<file path="config.mk">
export PLATFORM = sky130hd
export DESIGN_NAME = video_timing_gen
export DESIGN_NICKNAME = d
export VERILOG_FILES = /design/src/rtl/video_timing_gen.sv
export SDC_FILE = /design/constraint.sdc
export NUM_CORES = 1
export LEC_CHECK = 0
export BUFFER_PORTS_ARGS = -buffer_cell sky130_fd_sc_hd__buf_2
export CAP_MARGIN = 20
export CORE_MARGIN = 1.5
export CORE_UTILIZATION = 50
export DETAILED_ROUTE_END_ITERATION = 10
export PLACE_DENSITY = 0.82
export SYNTH_ARGS = -nofsm -noshare
export SYNTH_HDL_FRONTEND = slang
export SYNTH_SLANG_ARGS = --single-unit
</file>
<file path="constraint.sdc">
create_clock -name clk -period 2.3 [get_ports clk]
set_clock_uncertainty 0.05 [all_clocks]
set_input_delay 0.69 -clock clk [delete_from_list [all_inputs] [get_ports clk]]
set_output_delay 0.69 -clock clk [all_outputs]
set_load 0.05 [all_outputs]
</file>
<file path="src/rtl/video_timing_gen.sv">
// video_timing_gen: raster beam counters, pixel enable, sync/blank decode and frame strobe
// for the spot generators and the video output path, all on one clock via a CE divider.
module video_timing_gen #(
    parameter int CE_DIV       = 4,
    parameter int H_TOTAL      = 400,
    parameter int H_ACTIVE     = 320,
    parameter int H_SYNC_START = 336,
    parameter int H_SYNC_END   = 366,
    parameter int V_TOTAL      = 262,
    parameter int V_ACTIVE     = 240,
    parameter int V_SYNC_START = 244,
    parameter int V_SYNC_END   = 247
) (
    input  logic       clk,
    input  logic       reset,
    output logic       ce_pix,
    output logic [9:0] h_count,
    output logic [9:0] v_count,
    output logic       hsync,
    output logic       vsync,
    output logic       hblank,
    output logic       vblank,
    output logic       frame_start
);
    localparam logic [3:0] DIV_LAST = 4'(CE_DIV - 1);
    localparam logic [9:0] H_LAST   = 10'(H_TOTAL - 1);
    localparam logic [9:0] V_LAST   = 10'(V_TOTAL - 1);
    localparam logic [9:0] H_ACT    = 10'(H_ACTIVE);
    localparam logic [9:0] H_SS     = 10'(H_SYNC_START);
    localparam logic [9:0] H_SE     = 10'(H_SYNC_END);
    localparam logic [9:0] V_ACT    = 10'(V_ACTIVE);
    localparam logic [9:0] V_SS     = 10'(V_SYNC_START);
    localparam logic [9:0] V_SE     = 10'(V_SYNC_END);

    logic [3:0] div;
    logic       h_wrap, v_wrap;
    logic [9:0] h_next, v_next;

    // Decode from the next counter values so sync/blank move on the same edge as the counters.
    always_comb begin
        h_wrap = h_count == H_LAST;
        v_wrap = v_count == V_LAST;
        h_next = ce_pix ? (h_wrap ? '0 : h_count + 10'd1) : h_count;
        v_next = (ce_pix && h_wrap) ? (v_wrap ? '0 : v_count + 10'd1) : v_count;
    end

    always_ff @(posedge clk) begin
        if (reset) begin
            div         <= '0;
            ce_pix      <= 1'b0;
            h_count     <= '0;
            v_count     <= '0;
            hsync       <= 1'b0;
            vsync       <= 1'b0;
            hblank      <= 1'b0;
            vblank      <= 1'b0;
            frame_start <= 1'b0;
        end else begin
            div         <= (div == DIV_LAST) ? '0 : div + 4'd1;
            ce_pix      <= div == DIV_LAST;
            h_count     <= h_next;
            v_count     <= v_next;
            hsync       <= h_next >= H_SS && h_next < H_SE;
            vsync       <= v_next >= V_SS && v_next < V_SE;
            hblank      <= h_next >= H_ACT;
            vblank      <= v_next >= V_ACT;
            frame_start <= ce_pix && h_wrap && v_wrap;
        end
    end
endmodule

</file>
==> flow_summary.yaml, run 1 <==
timing:
  final_period_utilization_pct: 93.88
  max_slew_margin_pct: 70.81
  rsz0062_at_grt: "false"
  maxSlewViolCount: 0
  worst_slew_pin_slew_ns: 0.4379
  setup_violators_final: 0
  timing_hold_violations_final: 0
  layout_min_cycle_time_ns: 2.159
  timing.fmax_mhz: 463.1
  finalSetupTns_ns: 0
synth:
  number_of_warnings_printed_during_yosys_synthesis: 0
  synth_seq_area_share_pct: 37.04
  synth_async_sr_flop_share_pct: 0
  postSynthRegisterBits: 30
  ys.flop_type: "dfxtp_1"
  postSynthAreaPerCell_um2: 8.625
  synthesized_netlist_cell_count: 188
  synth.net_count: 194
  synth_area_um2: 1622
  synth_enable_flop_cells: 0
  synth_cell_type_count: 48
global_routing:
  grt_pass1_vias: 1310
  grt_start_max_net_pins: 25
  grt.total_usage_pct: 22.90
  antenna_violations_before_repair: 0
  overflow: 0
  grt_pass1_wl_um: 6085
job:
  max-cap-violations: 0
clock_network:
  clock-sinks: 30
  tritoncts.num_buffers: 5
  clk-insertion-delay-late_ns: 0.34
  worst_setup_hold_path_clk_slew_ns: 0.10
  cts_hold_repair.buffers: 0
  cts_resized: 0
  clock_tree_from_tritoncts: "yes"
  htree_num_levels: 2
  cts-root-to-sink-buffers: 2
  cts_root_buf: "clkbuf_4"
  post_cts_buffers: 0
detailed_routing:
  initialDrtViolationCount: 58
  route.vias.total: 1510
  avgRoutedWirePerCell_um: 13.92
  wl_um: 3689
  drtAntennaViolNets: 0
  detail_route.first_pass.iterations: 4
  post-route-drc-count: 0
  vias_per_cell: 5.698
die:
  die_footprint_um2: 3594
  core_um2: 3078
  top_level_ports: 28
  initial_core_util_pct: 52.68
  std_cell_rows: 20
  fp.dieH_um: 59.95
  die_width_um: 59.95
cells_and_area:
  utilization_pct: 61.75
  final_net_count: 226
  drive_gt1_share_pct: 28.05
  areaGrowthSynthToFinish_pct: 17.21
  antenna-diode-count: 0
  finish.instance_area_um2: 1901
critical_path:
  critical_path.slowest_cell: "or4_4"
  worst-setup-path-type: "reg2reg"
  crit_path_max_fanout: 5
  worst_path_largest_cell_delay_ns: 0.62
  critPathCaptureType: "flip-flop"
  crit_chain: "ha_1 -> nand4_1 -> or4_4 -> o21a_1 -> o211a_1 -> and4bb_1"
  worst_setup_path_start_kind: "flip-flop"
  worst_ep_arrival_time_ns: 2.35
  required_ns: 2.49
power_and_ir_drop:
  power.density_nw_per_um2: 470.1
  vdd_drop_max_mv: 0.3373
  cellLeakagePower_uw: 0.0007489
placed_design:
  port_buffers: 27
  gp_congestion: 0.9288
  dpl-instance-area_um2: 1836
  dp_hpwl_um: 2640
hold_path:
  hold_path.class: "reg2reg"
run_status:
  outcome: "completed"
-- logic make-up (layout without fill, tap and decap cells) --
kind of cell / after synthesis / count (layout) / synth area share (%)
compound gates: 39 / 39 / 16.82
simple gates: 86 / 86 / 30.40
fa+ha+maj: 4 / 4 / 3.087
flops: 30 / 30 / 37.04
mux: 1 / 1 / 0.6944
buf+inv: 15 / 48 / 4.938
xor+xnor: 13 / 13 / 7.022
-- metal layers --
| layer | GRT usage, % | vias to the layer above | routed length, um |
|---|---|---|---|
| li1 | - | 756 | - |
| met1 | 29.92 | 693 | 1695 |
| met2 | 35.87 | 53 | 1697 |
| met4 | 9.524 | 0 | 68 |
| met5 | 0 | - | 0 |
| met3 | 5.628 | 8 | 228 |
-- area by class of cell --
| type | count | area, um2 |
|---|---|---|
| multi-input combinational | 143 | 950.9 |
| fill | 273 | 1177 |
| sequential | 30 | 620.6 |
| inverter | 5 | 18.77 |
| clock buffer | 7 | 55.05 |
| clock inverter | 1 | 5.005 |
| timing repair buffer | 35 | 195.2 |
| tap | 44 | 55.05 |
-- power breakdown --
group	total (uW)	switching, uW	internal [uW]
clock	339	191	148
combinational	27.4	18.1	9.36
sequential	527	5.13	522
total	893	214	679
-- synth_stat cells (4+ instances only) --
cell	number	share of area (%)
nor4_1	4	1.5
dfxtp_1	30	37
and3_1	5	1.9
nand3_1	10	3.1
nor3_1	7	2.2
inv_1	5	1.2
nand2_1	12	2.8
nor2b_1	4	1.5
ha_1	4	3.1
clkbuf_1	5	1.2
nor3b_1	4	1.9
a21oi_1	9	2.8
xor2_1	4	2.2
o21ai_0	7	2.2
nor2_1	17	3.9
xnor2_1	9	4.9
-- worst max-delay path: cells and delay by family, from the launching register on --
| kind | cells | cell delay [ns] |
|---|---|---|
| compound gates | 2 | 0.43 |
| fa+ha+maj | 1 | 0.16 |
| simple gates | 3 | 1.04 |
| flops | 1 | 0.38 |
-- stage by stage --
stage	hold WS, ns	instances	total power [uW]	setup WS (ns)
after floorplan	0.3819	188	560.2	-0.03413
after global placement	0.4013	257	566.0	0.1922
after detailed placement	0.4088	257	567.1	0.1419
after CTS	0.4222	265	897.0	0.1169
after global routing	0.4338	265	922.5	0.02929
final	0.4192	265	893.4	0.1408
-- registers in the layout, summed over array words and instances, names as in the netlist --
register	count
vblank	1
hsync	1
hblank	1
frame_start	1
ce_pix	1
h_count	10
v_count	10
vsync	1
div	4
-- cell usage in the layout (no fill, tap or decap), drive strengths merged, types with 2 or more instances in the layout --
cell type / count
o21ai: 9
or3: 2
a31oi: 3
o31ai: 2
o211a: 2
and3: 5
a211oi: 2
nand3b: 3
xor2: 4
xnor2: 9
nor3b: 4
o21a: 3
nand2: 12
ha: 4
and4: 3
buf: 35
a21oi: 9
nor2: 17
and2: 3
nor2b: 4
nand3: 10
nor4: 4
or4: 2
inv: 5
o211ai: 2
clkbuf: 7
nand4: 3
dfxtp: 30
nor3: 9
-- final timing paths --
check | startpoint | end | slack [ns] | cells after the start
max | h_count[0] | vsync | 0.14 | 6
max reg2reg | h_count[0] | vsync | 0.14 | 6
min reg2reg | div[0] | div[0] | 0.42 | 1
min | div[0] | div[0] | 0.42 | 1
Note: power is estimated with default switching activity, not from simulation.
==> inputs of run 2 (changes only) <==
--- a/config.mk
+++ b/config.mk
@@ -8,9 +8,9 @@
 export BUFFER_PORTS_ARGS = -buffer_cell sky130_fd_sc_hd__buf_2
 export CAP_MARGIN = 20
 export CORE_MARGIN = 1.5
-export CORE_UTILIZATION = 50
+export CORE_UTILIZATION = 55
 export DETAILED_ROUTE_END_ITERATION = 10
-export PLACE_DENSITY = 0.82
+export PLACE_DENSITY = 0.85
 export SYNTH_ARGS = -nofsm -noshare
 export SYNTH_HDL_FRONTEND = slang
 export SYNTH_SLANG_ARGS = --single-unit
==> constraint.sdc (replaced) <==
create_clock -name clk -period 2.7 [get_ports clk]
set_clock_uncertainty 0.05 [all_clocks]
set_input_delay 0.81 -clock clk [delete_from_list [all_inputs] [get_ports clk]]
set_output_delay 0.81 -clock clk [all_outputs]
set_load 0.05 [all_outputs]
==> run 2 against run 1 <==
Sequential power down 14%. Global-route usage down 0.27 points. Register-to-register slack improved by 0.04 ns. Cell count shrank 7.2%.
==> flow_summary.yaml, run 2 (synthesis gave the netlist of run 1 again) <==
clock_network:
  htree_num_levels: 2
  clock-sinks: 30
  clk-insertion-delay-late_ns: 0.32
  cts_hold_repair.buffers: 0
  clock_tree_from_tritoncts: "yes"
  cts-root-to-sink-buffers: 2
  cts_root_buf: "clkbuf_4"
  worst_setup_hold_path_clk_slew_ns: 0.09
  post_cts_buffers: 0
  cts_resized: 0
  tritoncts.num_buffers: 5
critical_path:
  worst_r2r_startpoint: "h_count[4]"
  rr_endpoint: "vsync"
  reg2reg_depth: 5
  worst_ep_arrival_time_ns: 2.69
  flop2flop_setup_slack_ns: 0.18
  required_ns: 2.87
  crit_path_max_fanout: 15
  critical_path.slowest_cell: "or4_4"
  worst_path_largest_cell_delay_ns: 0.62
  worst-setup-path-type: "reg2reg"
  crit_chain: "or4_4 -> or3_1 -> o21a_1 -> o21ai_0 -> and4bb_1"
  worst_setup_path_start_kind: "flip-flop"
  critPathCaptureType: "flip-flop"
timing:
  finalSetupTns_ns: 0
  final_period_utilization_pct: 93.36
  setup_violators_final: 0
  worst_slew_pin_slew_ns: 0.5525
  layout_min_cycle_time_ns: 2.521
  timing.fmax_mhz: 396.7
  timing_hold_violations_final: 0
  rsz0062_at_grt: "false"
  max_slew_margin_pct: 63.16
  post_layout_worst_setup_margin_ns: 0.1792
  maxSlewViolCount: 0
cells_and_area:
  mostFrequentLayoutCells: "30 x dfxtp_1, 27 x buf_2, 17 x nor2_1"
  areaGrowthSynthToFinish_pct: 11.57
  reg.largest.list: "h_count x10, v_count x10, div x4"
  final_net_count: 220
  utilization_pct: 65.05
  mostFrequentLayoutCell: "dfxtp_1"
  finish.instance_area_um2: 1809
  drive_gt1_share_pct: 20.47
  antenna-diode-count: 0
global_routing:
  overflow: 0
  antenna_violations_before_repair: 0
  grt_start_max_net_pins: 25
  grt.total_usage_pct: 22.63
  grt_pass1_vias: 1238
  grt_pass1_wl_um: 5816
die:
  std_cell_rows: 19
  core_um2: 2781
  fp.dieH_um: 57.30
  initial_core_util_pct: 58.30
  top_level_ports: 28
  die_width_um: 57.30
  die_footprint_um2: 3283
detailed_routing:
  route.vias.total: 1488
  detail_route.first_pass.iterations: 5
  vias_per_cell: 6.049
  wl_um: 3376
  post-route-drc-count: 0
  avgRoutedWirePerCell_um: 13.72
  initialDrtViolationCount: 71
  drtAntennaViolNets: 0
power_and_ir_drop:
  vdd_drop_max_mv: 0.3588
  cellLeakagePower_uw: 0.0007110
  power.density_nw_per_um2: 411.2
placed_design:
  dpl-instance-area_um2: 1749
  preCtsSetupSlack_ns: 0.2210
  gp_congestion: 0.8575
  dp_hpwl_um: 2416
  port_buffers: 27
hold_path:
  min_from: "div[0]"
  hold-path-cell-count: 1
  hold_path.class: "reg2reg"
  min_delay_worst_endpoint: "div[0]"
run_status:
  outcome: "completed"
job:
  max-cap-violations: 0
run 2: metrics by stage:
| stage | cells | total power [uW] | hold WS [ns] |
|---|---|---|---|
| final | 246 | 744.0 | 0.4157 |
| after global routing | 246 | 780.0 | 0.4530 |
| after CTS | 246 | 756.0 | 0.4201 |
| after detailed placement | 238 | 485.6 | 0.4060 |
| after global placement | 238 | 484.6 | 0.4023 |
| after floorplan | 188 | 479.5 | 0.3819 |
run 2: how the worst max path moves through the flow:
stage | startpoint | endpoint | slack [ns]
2_1_floorplan | h_count[0] | vsync | 0.10
3_3_place_gp | h_count[4] | vsync | 0.29
3_5_place_dp | h_count[4] | vsync | 0.22
4_1_cts | h_count[4] | vsync | 0.20
5_1_grt | h_count[0] | vsync | 0.03
6_report | h_count[4] | vsync | 0.18
run 2: final cells by class:
| cell class | count | area, um2 |
|---|---|---|
| fillers | 264 | 972.2 |
| multi-input cells | 143 | 940.9 |
| flip-flops and latches | 30 | 600.6 |
| repair buffers | 29 | 150.1 |
| clock buffers | 7 | 55.05 |
| well taps | 31 | 38.79 |
| inverters | 5 | 18.77 |
| clock inverters | 1 | 5.005 |
run 2: where the power goes:
| part | internal (uW) | switching [uW] |
|---|---|---|
| clock network | 126 | 143 |
| registers | 447 | 4.74 |
| logic | 7.99 | 14.9 |
run 2: per-layer routing:
metal / GRT usage (%) / vias up / routed length, um
met5: 0 / - / 0
met4: 7.973 / 0 / 41
met3: 5.442 / 5 / 191
met2: 33.17 / 43 / 1484
met1: 32.53 / 700 / 1659
li1: - / 740 / -
run 2: worst max-delay path: cells and delay by family (launching register included):
kind,cells,cell delay (ns)
simple gates,3,1.44
flops,1,0.42
compound gates,2,0.51
==> inputs of run 3 (changes only) <==
--- a/config.mk
+++ b/config.mk
@@ -10,6 +10,7 @@
 export CORE_MARGIN = 1.5
 export CORE_UTILIZATION = 55
 export DETAILED_ROUTE_END_ITERATION = 10
+export GPL_TIMING_DRIVEN = 0
 export PLACE_DENSITY = 0.85
 export SYNTH_ARGS = -nofsm -noshare
 export SYNTH_HDL_FRONTEND = slang
==> run 3 against run 2 <==
Global-route usage is 0.16 points lower. Highest routed layer unchanged. Clock-buffer cell count fell by 2. Power shrank 2.7%. Largest cell class unchanged.
==> flow_summary.yaml, run 3 (synthesis gave the netlist of run 1 again) <==
run_status:
  outcome: "completed"
detailed_routing:
  initialDrtViolationCount: 103
  avgRoutedWirePerCell_um: 13.82
  vias_per_cell: 5.917
  detail_route.first_pass.iterations: 4
  route.vias.total: 1503
  post-route-drc-count: 0
  drtAntennaViolNets: 0
  wl_um: 3511
cells_and_area:
  final_net_count: 229
  areaGrowthSynthToFinish_pct: 14.35
  antenna-diode-count: 0
  drive_gt1_share_pct: 21.52
  reg.largest.list: "h_count x10, v_count x10, div x4"
  finish.instance_area_um2: 1854
  mostFrequentLayoutCells: "30 x dfxtp_1, 28 x buf_2, 17 x nor2_1"
  mostFrequentLayoutCell: "dfxtp_1"
critical_path:
  critPathCaptureType: "flip-flop"
  required_ns: 2.88
  setup.worst_path.start: "h_count[0]"
  worst_setup_path_start_kind: "flip-flop"
  worst-setup-path-type: "reg2reg"
  worst_ep_arrival_time_ns: 2.62
  flop2flop_setup_slack_ns: 0.26
  worst_r2r_startpoint: "h_count[0]"
  reg2reg_depth: 6
  rr_endpoint: "vsync"
  crit_path_max_fanout: 8
clock_network:
  clk-insertion-delay-late_ns: 0.33
  clock_tree_from_tritoncts: "yes"
  cts_hold_repair.buffers: 0
  worst_setup_hold_path_clk_slew_ns: 0.09
  tritoncts.num_buffers: 5
  post_cts_buffers: 0
  cts_resized: 0
  cts_root_buf: "clkbuf_4"
  htree_num_levels: 2
  cts-root-to-sink-buffers: 2
  clock-sinks: 30
hold_path:
  hold-path-cell-count: 1
  hold_path.class: "reg2reg"
  min_delay_worst_endpoint: "div[0]"
  min_from: "div[0]"
power_and_ir_drop:
  clockPowerShare_pct: 34.2
  internal-power_uw: 549.3
  power.switching_uw: 174.8
  comb_power_share_pct: 3.5
  vdd_drop_max_mv: 0.3793
  seq_power_share_pct: 62.3
  power.density_nw_per_um2: 390.5
  netSwitchingFraction_pct: 24.14
  cellLeakagePower_uw: 0.0007317
global_routing:
  antenna_violations_before_repair: 0
  grt_pass1_vias: 1234
  grt_pass1_wl_um: 5671
  grt.total_usage_pct: 22.47
  grt_start_max_net_pins: 11
  overflow: 0
placed_design:
  preCtsSetupSlack_ns: 0.2242
  dpl-instance-area_um2: 1795
  gp_congestion: 0.8252
  port_buffers: 27
  dp_hpwl_um: 2524
timing:
  worst_slew_pin_slew_ns: 0.7013
  max_slew_margin_pct: 52.99
  post_layout_worst_setup_margin_ns: 0.2632
  rsz0062_at_grt: "false"
  maxSlewViolCount: 0
  layout_min_cycle_time_ns: 2.437
  timing_hold_violations_final: 0
  final_period_utilization_pct: 90.25
  timing.fmax_mhz: 410.4
  finalSetupTns_ns: 0
  setup_violators_final: 0
die:
  core_um2: 2781
  initial_core_util_pct: 58.30
  die_footprint_um2: 3283
  top_level_ports: 28
  die_width_um: 57.30
  std_cell_rows: 19
  fp.dieH_um: 57.30
job:
  max-cap-violations: 0
[run 3: cell count changes in the layout (fill, tap and decap cells not counted)]
cell	before	now
buf_2	27	28
buf_1	0	1
clkbuf_8	1	0
clkinv_2	1	2
buf_6	0	3
clkbuf_1	1	4
[run 3: critical path, cell delays in order (launching register included)]
cell,delay [ns]
dfxtp_1,0.42
ha_1,0.24
nand4_1,0.32
or4_4,0.67
o21a_1,0.22
o211a_1,0.22
and4bb_1,0.19
[run 3: metrics by stage]
step,instances,utilization (%),hold slack [ns],power (uW)
after floorplan,188,-,0.3819,479.5
after global placement,246,64.55,0.4030,486.2
after detailed placement,246,64.55,0.4347,487.1
after CTS,253,66.26,0.4481,727.0
after global routing,254,66.67,0.4590,758.7
final,254,66.67,0.4464,724.1
[run 3: worst max-delay path by stage]
stage | endpoint | slack [ns] | cells after the start
6_report | vsync | 0.26 | 6
2_1_floorplan | vsync | 0.10 | 6
3_5_place_dp | vsync | 0.22 | 6
3_3_place_gp | vsync | 0.23 | 6
5_1_grt | hsync | 0.04 | 8
4_1_cts | vsync | 0.20 | 6
[run 3: per-layer routing]
layer  track usage [%]  part of all wire, %  up-vias
met5                 0                    0        -
li1                  -                    -      754
met4             8.306                  1.5        0
met1             30.11                   48      703
met3             7.256                  4.6        5
met2             33.99                   46       41
[run 3: area by class of cell]
type                            count  area, um2
Inverter                            5      18.77
Sequential cell                    30      600.6
Clock buffer                        5      37.54
Fill cell                         234      927.1
Timing Repair Buffer               29      150.1
Buffer                              9      57.56
Multi-Input combinational cell    143      940.9
Clock inverter                      2      10.01
Tap cell                           31      38.79
[run 3: power by group through the flow]
stage / clock network (uW) / logic, uW / registers [uW]
final: 247 / 25.5 / 451
after global routing: 279 / 28.4 / 452
after CTS: 250 / 25.7 / 451
after detailed placement: 0 / 25.6 / 461
after global placement: 0 / 25.2 / 461
after floorplan: 0 / 14.6 / 465
